<file path="config.mk">
export PLATFORM = sky130hd
export DESIGN_NAME = rst_perst_seq_flat
export DESIGN_NICKNAME = d
export VERILOG_FILES = /design/src/rtl/rst_perst_seq_if.sv /design/src/rtl/rst_perst_seq.sv /design/src/flat_wrapper.sv
export SDC_FILE = /design/constraint.sdc
export NUM_CORES = 1
export LEC_CHECK = 0
export ABC_AREA = 1
export CORE_MARGIN = 2
export CORE_UTILIZATION = 50
export CTS_CLUSTER_SIZE = 8
export DETAILED_ROUTE_END_ITERATION = 6
export PLACE_DENSITY = 0.77
export SYNTH_ARGS = -nofsm -noshare
export SYNTH_HDL_FRONTEND = slang
export SYNTH_SLANG_ARGS = --single-unit
</file>
<file path="constraint.sdc">
create_clock -name iClk -period 4.2 [get_ports iClk]
set_input_delay 0.42 -clock iClk [delete_from_list [all_inputs] [get_ports iClk]]
set_output_delay 0.42 -clock iClk [all_outputs]
set_load 0.01 [all_outputs]
</file>
<file path="src/rtl/rst_perst_seq_if.sv">
// PERST# table control and status bundle between the control registers and the sequencer.
// The master side drives the per-channel requests; the slave side returns the pin levels and status.
interface rst_perst_seq_if #(
  parameter int NUM_PCIE_SIGNALS = 7
);
  logic [NUM_PCIE_SIGNALS-1:0] ivOverride_Enable;
  logic [NUM_PCIE_SIGNALS-1:0] ivOvrValues;
  logic [NUM_PCIE_SIGNALS-1:0] ivDefaultValues;
  logic [NUM_PCIE_SIGNALS-1:0] ovRstPCIePERst_n;
  logic [NUM_PCIE_SIGNALS-1:0] ovReleasePending;
  logic                        oStaggerBusy;

  modport master (
    output ivOverride_Enable,
    output ivOvrValues,
    output ivDefaultValues,
    input  ovRstPCIePERst_n,
    input  ovReleasePending,
    input  oStaggerBusy
  );

  modport slave (
    input  ivOverride_Enable,
    input  ivOvrValues,
    input  ivDefaultValues,
    output ovRstPCIePERst_n,
    output ovReleasePending,
    output oStaggerBusy
  );
endinterface

</file>
<file path="src/rtl/rst_perst_seq.sv">
// PCIe PERST# generator: override/default select, per-channel minimum assertion width,
// and a global scheduler that releases non-overridden channels one at a time, lowest index first.
module rst_perst_seq #(
  parameter int NUM_PCIE_SIGNALS = 7,
  parameter int MIN_ASSERT_CNT   = 200,
  parameter int STAGGER_CNT      = 20
) (
  input logic            iClk,
  input logic            iRst_n,
  rst_perst_seq_if.slave bus
);

  localparam int N          = NUM_PCIE_SIGNALS;
  localparam int ACNT_W     = (MIN_ASSERT_CNT > 1) ? $clog2(MIN_ASSERT_CNT) : 1;
  localparam int SCNT_W     = (STAGGER_CNT > 0) ? $clog2(STAGGER_CNT + 1) : 1;
  localparam int S_RELOAD_I = (STAGGER_CNT > 0) ? STAGGER_CNT - 1 : 0;

  localparam logic [ACNT_W-1:0] A_RELOAD = ACNT_W'(MIN_ASSERT_CNT - 1);
  localparam logic [SCNT_W-1:0] S_RELOAD = SCNT_W'(S_RELOAD_I);

  logic [N-1:0]      ovr;
  logic [N-1:0]      eff;
  logic [N-1:0]      acnt_zero;
  logic [N-1:0]      eligible;
  logic [N-1:0]      lowest;
  logic [N-1:0]      grant;
  logic [N-1:0]      out_d;
  logic [N-1:0]      pend_d;
  logic [ACNT_W-1:0] acnt_d [N];
  logic [SCNT_W-1:0] scnt_d;

  logic [N-1:0]      out_q;
  logic [N-1:0]      pend_q;
  logic              busy_q;
  logic [ACNT_W-1:0] acnt_q [N];
  logic [SCNT_W-1:0] scnt_q;

  assign ovr = bus.ivOverride_Enable;
  assign eff = (ovr & bus.ivOvrValues) | (~ovr & bus.ivDefaultValues);

  always_comb begin
    // NOTE: every signal written here gets a default before any condition so no path can infer a latch.
    acnt_zero = '0;
    for (int i = 0; i < N; i++) begin
      acnt_zero[i] = (acnt_q[i] == '0);
    end

    eligible = ~ovr & ~out_q & eff & acnt_zero;
    // Two's-complement trick isolates the lowest set bit: the lowest-index eligible channel.
    lowest   = eligible & (~eligible + N'(1));

    if (STAGGER_CNT == 0) begin
      grant = eligible;
    end else if (scnt_q == '0) begin
      grant = lowest;
    end else begin
      grant = '0;
    end

    // Low request always wins; overrides follow eff directly; scheduled channels need a grant to rise.
    out_d  = eff & (ovr | out_q | grant);
    pend_d = ~out_d & eff & ~ovr;

    for (int i = 0; i < N; i++) begin
      acnt_d[i] = acnt_q[i];
      if (out_q[i] && !out_d[i]) begin
        acnt_d[i] = A_RELOAD;
      end else if (!out_q[i] && !acnt_zero[i]) begin
        acnt_d[i] = acnt_q[i] - ACNT_W'(1);
      end
    end

    scnt_d = scnt_q;
    if (|grant) begin
      scnt_d = S_RELOAD;
    end else if (scnt_q != '0) begin
      scnt_d = scnt_q - SCNT_W'(1);
    end
  end

  always_ff @(posedge iClk) begin
    // NOTE: state updates use <= so each register samples pre-edge values regardless of statement order.
    if (!iRst_n) begin
      out_q  <= '0;
      pend_q <= '0;
      busy_q <= 1'b0;
      scnt_q <= '0;
      // NOTE: the counter array is reset like ordinary flops, not left uninitialised like a RAM,
      // so the minimum assertion width is enforced straight out of reset.
      for (int i = 0; i < N; i++) begin
        acnt_q[i] <= A_RELOAD;
      end
    end else begin
      out_q  <= out_d;
      pend_q <= pend_d;
      busy_q <= (scnt_d != '0);
      scnt_q <= scnt_d;
      for (int i = 0; i < N; i++) begin
        acnt_q[i] <= acnt_d[i];
      end
    end
  end

  assign bus.ovRstPCIePERst_n = out_q;
  assign bus.ovReleasePending = pend_q;
  assign bus.oStaggerBusy     = busy_q;

endmodule
</file>
<file path="src/flat_wrapper.sv">
// flat-port wrapper written by rule: the top's interface ports become plain ports
module rst_perst_seq_flat 
#(
  parameter int NUM_PCIE_SIGNALS = 7,
  parameter int MIN_ASSERT_CNT   = 200,
  parameter int STAGGER_CNT      = 20
)
  (iClk, iRst_n, bus_ivOverride_Enable, bus_ivOvrValues, bus_ivDefaultValues, bus_ovRstPCIePERst_n, bus_ovReleasePending, bus_oStaggerBusy);
  rst_perst_seq_if #(.NUM_PCIE_SIGNALS(NUM_PCIE_SIGNALS)) bus_i ();
  input logic iClk;
  input logic iRst_n;
  input wire logic [$bits(bus_i.ivOverride_Enable)-1:0] bus_ivOverride_Enable;
  input wire logic [$bits(bus_i.ivOvrValues)-1:0] bus_ivOvrValues;
  input wire logic [$bits(bus_i.ivDefaultValues)-1:0] bus_ivDefaultValues;
  output wire logic [$bits(bus_i.ovRstPCIePERst_n)-1:0] bus_ovRstPCIePERst_n;
  output wire logic [$bits(bus_i.ovReleasePending)-1:0] bus_ovReleasePending;
  output wire logic [$bits(bus_i.oStaggerBusy)-1:0] bus_oStaggerBusy;
  assign bus_i.ivOverride_Enable = bus_ivOverride_Enable;
  assign bus_i.ivOvrValues = bus_ivOvrValues;
  assign bus_i.ivDefaultValues = bus_ivDefaultValues;
  assign bus_ovRstPCIePERst_n = bus_i.ovRstPCIePERst_n;
  assign bus_ovReleasePending = bus_i.ovReleasePending;
  assign bus_oStaggerBusy = bus_i.oStaggerBusy;
  rst_perst_seq #(.NUM_PCIE_SIGNALS(NUM_PCIE_SIGNALS), .MIN_ASSERT_CNT(MIN_ASSERT_CNT), .STAGGER_CNT(STAGGER_CNT)) u_core (.iClk(iClk), .iRst_n(iRst_n), .bus(bus_i));
endmodule
</file>
Word level (Yosys, flattened, before mapping)
Memories as Yosys holds them, arrays and structs flattened.
Index checks and enable logic that the tools add are counted.
Cells by class
  add/sub/neg operators: 9
  mux-type cells: 26
  bitwise logic cells: 23
  reduce and logical (&&, ||, !) cells: 46
Operator list (number)
  $mux W8: 21
  $and A7 B7 Y7: 9
  $logic_not A8 Y1: 7
  $sub A8 B1 Y8 const B: 7
  $not A7 Y7: 4
  $logic_not A1 Y1: 21
  $or A7 B7 Y7: 3
  $logic_and A1 B1 Y1: 14
  $mux W5: 2
  $reduce_bool A5 Y1: 2
  $add A7 B1 Y7 const B: 1
  $mux W7: 1
  $or A1 B1 Y1: 7
  $reduce_or A7 Y1: 1
  $logic_not A5 Y1: 1
  $sub A5 B1 Y5 const B: 1
  $mux W1: 2
Word-level totals
  flip-flop bits (word level): 20
  RAM bits: 56
  output and inout bits: 15
  memories kept: 1
Memories
  u_core.acnt_q: depth 7, width 8, rd ports 7, clocked after memory_dff 0, wr ports 7, RTL line rst_perst_seq.sv:35  | logic [ACNT_W-1:0] acnt_q [N];

Logic depth before layout (Yosys ltp)
  depth after elaboration: 15
  depth in mapped cells: 12

Worst setup path after synthesis
OpenSTA, ideal clock, no wires.
  kind: register to register
  from: memory u_core.acnt_q[0][8] (netlist bit)
  to: register u_core.busy_q, in the netlist u_core.bus.oStaggerBusy
  setup time: 0.109 ns
  arrival: 1.363 ns
  slack: 2.728 ns
  cell stages (with the launch flop): 13
  path buffers: 0
  period minus slack after synthesis: 1.472 ns
  path through: dfxtp_1 > inv_1 > ha_1 > nand3_1 > nor2_2 > nand2_1 > nand2_2 > nor2_4 > nand2_1 > nand2_2 > nand4_1 > nand2_1 > inv_1
RTL lines
  start, declared: RTL line rst_perst_seq.sv:35
  end signal, assigned: RTL line rst_perst_seq.sv:96  | busy_q <= (scnt_d != '0);
  end, declared: RTL line rst_perst_seq.sv:34  | logic busy_q;

==> flow_metrics.tcl <==
set metrics [dict create \
    die_h_um 91.8 \
    syn_avg_cell_area_um2 7.19 \
    setup_violations 0 \
    worstPathRequired_ns 4.43 \
    synth_mux_area_share_pct 0.292 \
    vdd_drop_max_uv 228 \
    drt-vias-per-instance 5.05 \
    drv_cap 0 \
    fp.coreArea_um2 7610 \
    fin_worst_skew_ns 0.00944 \
    cts_sinks 76 \
    portBuffers 37 \
    p_per_area_nw_per_um2 388 \
    start_kind "input pin" \
    gp_congestion 0.850 \
    synth_nets 574 \
    rsz0062_at_grt "false" \
    wl_per_cell_um 11.8 \
    synth-async-reset-ratio_pct 0 \
    ant_nets 0 \
    synth_cell_type_count 39 \
    drive_above_1_share_pct 8.35 \
    finalPower_mw 1.77 \
    cts_setup_buffers 0 \
    synth-edff-count 0 \
    grt_util_all_layers_pct 19.9 \
    cts_buffer_depth 2 \
    tritoncts "yes" \
    antenna_cells 0 \
    cp-end-kind "register" \
    synth_warnings 0 \
    num-fill-cells 678 \
    cp.arrival_ns 2.24 \
    areaGrowthSynthToFinish_pct 18.3 \
    layout_common_cells "nand2_1, inv_1, dfxtp_1, nor2_1, nand3_1" \
    drt-total-wl_um 8130 \
    drtIter0Drc 109 \
    synth-simple-area-share_pct 32.0 \
    finalHoldViolations 0 \
    synth-compound-area-share_pct 12.0 \
    cts_resized 0 \
    insertion_delay_ns 0.34 \
    finalWorstSetupSlack_ns 2.20 \
    nets 620 \
    start_util_pct 50.7 \
    slew_headroom_pct 52.1 \
    worst_slew_pin_slew_ns 0.717 \
    vias 3482 \
    num_io_pins 38 \
    fin_crit_sh_pct 47.7 \
    fmax_mhz 499 \
    ys_seq_elements 76 \
    final_common_cell "nand2_1" \
    synthAdderAreaFrac_pct 4.87 \
    run_status "finished clean" \
    period_minus_slack_ns 2.00 \
    slew_violations 0 \
    row_count 32 \
    grt_pass1_wl_um 13800 \
    root_buffer "clkbuf_8" \
    ys_seq_area_share_pct 39.5 \
    seqCellArea_um2 1520 \
    hp-class "reg -> reg" \
    grt_pass1_vias 3429 \
    netlist_area_um2 3850 \
    first_pass_iters 5 \
    die_area_um2 8430 \
    multi_input_area_um2 1970 \
    dp_hpwl_um 6120 \
    synth-main-ff-cell "dfxtp_1" \
    p_leak_nw 2.03 \
    place_ws_ns 1.90 \
    grt_max_degree 20 \
    synth_top_family_by_area "simple AND/OR/NAND/NOR gates" \
    overflow 0 \
    clk_pin_slew_ns 0.07 \
    antenna_found_initial 0 \
    synthXorXnorAreaFrac_pct 2.05 \
    cp_max_fo 19 \
    setup_tns_ns 0 \
    die_w_um 91.8 \
    numCtsBuffers 9 \
    hold_buffers 0 \
    placed_cells 673 \
    critPathKind "in -> reg" \
    syn_inst 536 \
    drc 0 \
    fin_cells 689 \
    htreeDepth 3 \
]
-- stage by stage --
step           hold slack [ns]  cell area [µm²]  util [%]
6_report                 0.467             4560      59.9
5_1_grt                  0.488             4560      59.9
4_1_cts                  0.467             4560      59.9
3_5_place_dp             0.447             4340      57.1
3_3_place_gp             0.440             4340      57.1
2_1_floorplan            0.428             3850         -
-- state kept, by name, summed over array words and instances (netlist names) --
signal / cells
u_core.acnt_q: 56
u_core.bus.ovReleasePending: 7
u_core.bus.ovRstPCIePERst_n: 7
u_core.scnt_q: 5
u_core.bus.oStaggerBusy: 1
-- cells in the mapped netlist (6+ instances only) --
| master | n | area, µm² |
|---|---|---|
| a21o_1 | 6 | 45.0 |
| a21oi_1 | 26 | 130 |
| dfxtp_1 | 76 | 1520 |
| ha_1 | 15 | 188 |
| inv_1 | 89 | 334 |
| nand2_1 | 92 | 345 |
| nand2_2 | 7 | 43.8 |
| nand3_1 | 38 | 190 |
| nand4_1 | 10 | 62.6 |
| nor2_1 | 57 | 214 |
| nor2_2 | 9 | 56.3 |
| nor3_1 | 12 | 60.1 |
| o21ai_0 | 37 | 185 |
| xor2_1 | 9 | 78.8 |
-- worst max-delay path, cell delays in order --
cell             delay, ns
clkdlybuf4s50_1       0.93
o21ai_0               0.39
inv_1                 0.23
o21ai_0               0.11
a21o_1                0.15
-- layout make-up --
class	instances	share of cell area, %
timing repair buffer	37	8.12
inverter	93	7.66
clock buffer	11	3.10
tap	102	2.80
clock inverter	5	1.65
multi-input combinational	365	43.3
sequential	76	33.4
-- layer usage --
metal / GRT usage (%) / vias up / wire, µm
met5: 0 / - / 0
met4: 7.96 / 0 / 138
met3: 4.68 / 13 / 335
met2: 37.5 / 76 / 4120
met1: 21.2 / 1571 / 3540
li1: - / 1822 / -
-- kinds of logic (layout without fill, tap and decap cells) --
kind of cell    after synthesis  in the layout
buf+inv                      95            146
fa+ha+maj                    15             15
compound gates               83             83
mux                           1              1
xor+xnor                      9              9
flops                        76             76
simple gates                257            257
-- worst paths after layout --
path,cells after the start,slack [ns],start,end
setup / recovery,5,2.20,iRst_n,u_core.acnt_q[0][38]$_SDFFE_PP1P_
hold / removal,2,0.47,u_core.acnt_q[0][24]$_SDFFE_PP1P_,u_core.acnt_q[0][24]$_SDFFE_PP1P_
setup reg to reg,12,2.43,u_core.acnt_q[0][25]$_SDFFE_PP1P_,u_core.acnt_q[0][31]$_SDFFE_PP1P_
hold reg to reg,2,0.47,u_core.acnt_q[0][24]$_SDFFE_PP1P_,u_core.acnt_q[0][24]$_SDFFE_PP1P_
-- report_power, final --
part           switching, mW  internal (mW)  leakage (nW)
Clock                  0.258          0.348         0.113
Combinational          0.209          0.142          1.29
Sequential            0.0391          0.771         0.621
Total                  0.506           1.26          2.03
Power figures use the tool's default switching activity.
==> patch 1, RTL diff (same flow settings) <==
`STAGGER_CNT` is set to 20 in 2 places; all go to 10.
--- a/src/rtl/rst_perst_seq.sv
+++ b/src/rtl/rst_perst_seq.sv
@@ -3,7 +3,7 @@
 module rst_perst_seq #(
   parameter int NUM_PCIE_SIGNALS = 7,
   parameter int MIN_ASSERT_CNT   = 200,
-  parameter int STAGGER_CNT      = 20
+  parameter int STAGGER_CNT      = 10
 ) (
   input logic            iClk,
   input logic            iRst_n,
--- a/src/flat_wrapper.sv
+++ b/src/flat_wrapper.sv
@@ -3,7 +3,7 @@
 #(
   parameter int NUM_PCIE_SIGNALS = 7,
   parameter int MIN_ASSERT_CNT   = 200,
-  parameter int STAGGER_CNT      = 20
+  parameter int STAGGER_CNT      = 10
 )
   (iClk, iRst_n, bus_ivOverride_Enable, bus_ivOvrValues, bus_ivDefaultValues, bus_ovRstPCIePERst_n, bus_ovReleasePending, bus_oStaggerBusy);
   rst_perst_seq_if #(.NUM_PCIE_SIGNALS(NUM_PCIE_SIGNALS)) bus_i ();
Function: same outputs for any inputs over 10 cycles, from zero or initial values and one cycle with iRst_n low; that may be too few to reach the edited logic, so the function may still have changed.
==> patch 1 against the original RTL <==
Total power decreased by 1.0%; global-route usage decreased by 0.63 points; hold slack got worse by 0.0041 ns; register-to-register slack about the same; synthesized cell count decreased by 0.75%; synthesized area decreased by 2.3%; cell area decreased by 1.6%; wire length decreased by 6.9%; sequential cell count decreased by 1; setup slack improved by 0.12 ns; non-clock buffer count unchanged.
==> patch 1: results (changes against the original RTL) <==
metric	value	unit	change
groute.usage.overall	19.27	%	-0.63 points
whs	0.4631	ns	-0.004135 ns
dp_hpwl	5.828	mm	-4.8%
drt-initial-drc-count	131		+20%
layout-drive-gt1-share	9.605	%	+1.3 points
grt_start_max_net_pins	15		-25%
via_count	3397		-2.4%
whs_path_depth	2		unchanged
pre_cts_ws	1.966	ns	+0.07048 ns
cp.arrival	2.13	ns	-0.11 ns
place.gp.congestion	0.8929		+5.0%
synth_fp_nets	570		-0.70%
final_nets	616		-0.65%
cp_max_fo	14		-5
critPathTopFamily	buffers and inverters		
max_stage_delay	0.85	ns	-0.08 ns
irDropWorstVdd	0.2665	mV	+17%
first_pass_iters	4		-1
detail_route.wl_per_cell	11.10	um	-5.9%
synth_cell_types	34		-13%
status	finished, final reports clean		
yosysSeqAreaShare	39.89	%	+0.41 points
io_buffer_count	37		unchanged
synthTopCellsByCount	nand2_1, inv_1, dfxtp_1		
htreeDepth	3		unchanged
hold_path_end	u_core.acnt_q[0][23]		
skew	0.008804	ns	-0.0006316 ns
grt_pass1_wl	13.19	mm	-4.8%
hold_buffers	0		unchanged
grt_pass1_vias	3255		-5.1%
synth_area_leaders	dfxtp_1, nand2_1, inv_1		
hp-start	u_core.acnt_q[0][23]		
placed_area	4249	um2	-2.2%
total_leakage_power	2.031	nW	+0.16%
post-route-period-util	44.83	%	-2.9 points
timing.slew.headroom	54.31	%	+2.3 points
## patch 1: cell types whose count changed in the layout (fill, tap and decap cells not counted), sizes merged, moves of 3 or more
cell    change
xor2        -7
or2         -4
nor2       +10
o211ai      -5
clkinv      -4
a21oi       +3
o21ai       +5
nand2       +7
inv         +3
nor4        -5
a31oi       -3
nand3       -8
## patch 1: stage by stage
stage | util [%] | instances
final | 61.83 | 682
after global routing | 61.83 | 682
after floorplan | - | 532
after CTS | 61.83 | 682
after detailed placement | 58.58 | 666
after global placement | 58.58 | 666
## patch 1: tightest hold or removal path, stage by stage (launching register included)
cell,delay (ns)
dfxtp_1,0.33
o21ai_1,0.06
nand3_1,0.05
## patch 1: area by class of cell
class	count	area, um2
fill	638	2769
multi-input combinational	361	1901
sequential	75	1501
timing repair buffer	37	370.4
inverter	94	352.8
clock buffer	11	151.4
tap	99	123.9
clock inverter	5	83.83
## patch 1: kinds of logic after synthesis
logic type / share of synthesized area [%]
buffers and inverters: 9.607
and+or+nand+nor: 31.95
AOI/OAI and AO/OA: 12.50
xor gates and xnor gates: 0.4655
DFF: 39.89
muxes: 0.5984
adders and majority gates: 4.987
## patch 1: power breakdown
part | leakage (nW) | internal (mW) | switching [mW]
logic | 1.31 | 0.133 | 0.187
registers | 0.613 | 0.760 | 0.0336
clock network | 0.112 | 0.369 | 0.267
## patch 1: metal layers
layer	GRT usage, %	up-vias	share of wire [%]
met5	0	-	0
met1	22.29	1521	46
met4	10.00	0	2.4
li1	-	1785	-
met3	4.758	16	4.6
met2	32.84	75	47
==> patch 2, RTL diff (same settings) <==
Without the edit above. Reset style: asynchronous (`iRst_n`), changed in one clocked block.
--- a/src/rtl/rst_perst_seq.sv
+++ b/src/rtl/rst_perst_seq.sv
@@ -78,7 +78,7 @@
     end
   end
 
-  always_ff @(posedge iClk) begin
+  always_ff @(posedge iClk or negedge iRst_n) begin
     // NOTE: state updates use <= so each register samples pre-edge values regardless of statement order.
     if (!iRst_n) begin
       out_q  <= '0;
Function: differs if iRst_n is asserted again (counterexample within 4 cycles, from zero or initial values and one cycle with iRst_n low); with iRst_n held inactive, the same outputs for 10 cycles.
==> patch 2 against the original RTL <==
Cell area is 14% higher; synthesized area up 16%; register-to-register slack better by 0.02 ns; highest routed layer unchanged; first-iteration DRC count fell by 4.6%; maximum frequency up 12%; wire length rose by 2.6%; sequential cell count stayed put; setup slack better by 0.21 ns; via count is 4.4% higher.
Power is not compared: it rests on default switching activity, and its combinational part moved more than twofold at a synthesized area within 25%.
==> patch 2: results (changes against the original RTL) <==
metric	value	unit	change
status	finished, final reports clean		
grt_pass1_wl	14.84	mm	+7.2%
groute.usage.overall	18.35	%	-1.5 points
cp.arrival	1.38	ns	-0.86 ns
place_inst	708		+5.2%
ys.flop_type	dfrtp_1		
synth_area_per_cell	7.914	um2	+10%
r2r_start	u_core.acnt_q[8]		
drt-initial-drc-count	104		-4.6%
wl_met2	4.032	mm	-2.1%
synth_area_leaders	dfrtp_1, dfstp_2, nand2_1		
async_flop_share	100.0	%	+100 points
grt_pass1_vias	3489		+1.7%
r2r_slack	2.45	ns	+0.02 ns
place.gp.congestion	0.9389		+10%
yosysSeqAreaShare	43.67	%	+4.2 points
tightestPinTransition	0.9436	ns	+0.2267 ns
min_path_type	primary input to async pin		
max_stage_delay	0.58	ns	-0.35 ns
viasPerCell	5.021		-0.65%
final_nets	649		+4.7%
grt_start_max_net_pins	77		+290%
period_needed	1.798	ns	-0.2070 ns
route.met3.wl	219	um	-35%
worstReg2RegEnd	u_core.acnt_q[12]		
whs	0.2069	ns	-0.2603 ns
synthTopCellsByCount	nand2_1, inv_1, nor2_1		
dp_hpwl	6.205	mm	+1.3%
pre_cts_ws	2.244	ns	+0.3486 ns
m1WireLength	3.986	mm	+13%
[patch 2: changes by cell type after synthesis, moves of 8 or more]
cell and change:
dfxtp_1 -76, a21oi_1 -9, xor2_1 +8, dfstp_2 +35
inv_2 +18, nand2_2 +9, dfrtp_1 +41
[patch 2: cell type report]
| class | count | area [um2] | area share (%) |
|---|---|---|---|
| clock buffer | 13 | 178.9 | 3.454 |
| clock inverter | 3 | 42.54 | 0.8213 |
| inverter | 106 | 397.9 | 7.681 |
| multi-input combinational | 381 | 2112 | 40.77 |
| sequential | 76 | 1946 | 37.56 |
| tap | 108 | 135.1 | 2.609 |
| timing repair buffer | 37 | 367.9 | 7.101 |
[patch 2: worst max-delay path by stage]
stage | start | end | slack, ns | depth (start not counted)
CTS | u_core.bus.ovRstPCIePERst_n[0] | bus_ovRstPCIePERst_n[0] | 2.40 | 1
global placement | bus_ivOverride_Enable[0] | u_core.bus.oStaggerBusy | 2.27 | 10
floorplan | u_core.acnt_q[32] | u_core.bus.oStaggerBusy | 2.62 | 9
global route | u_core.acnt_q[32] | u_core.bus.oStaggerBusy | 2.26 | 9
detailed placement | bus_ivOverride_Enable[0] | u_core.bus.oStaggerBusy | 2.24 | 11
finish | u_core.bus.ovRstPCIePERst_n[0] | bus_ovRstPCIePERst_n[0] | 2.40 | 1
[patch 2: kinds of logic (layout without fill, tap and decap cells)]
family / after synthesis / after routing / synth area share [%]
simple gates: 270 / 270 / 29.88
buf+inv: 106 / 159 / 8.930
compound gates: 78 / 78 / 9.773
flops: 76 / 76 / 43.67
xor+xnor: 18 / 18 / 3.538
fa+ha+maj: 15 / 15 / 4.212
[patch 2: metal layers]
layer	vias to the layer above	track usage, %
li1	1890	-
met1	1690	24.16
met2	46	31.29
met3	9	3.006
met4	0	5.374
met5	-	0
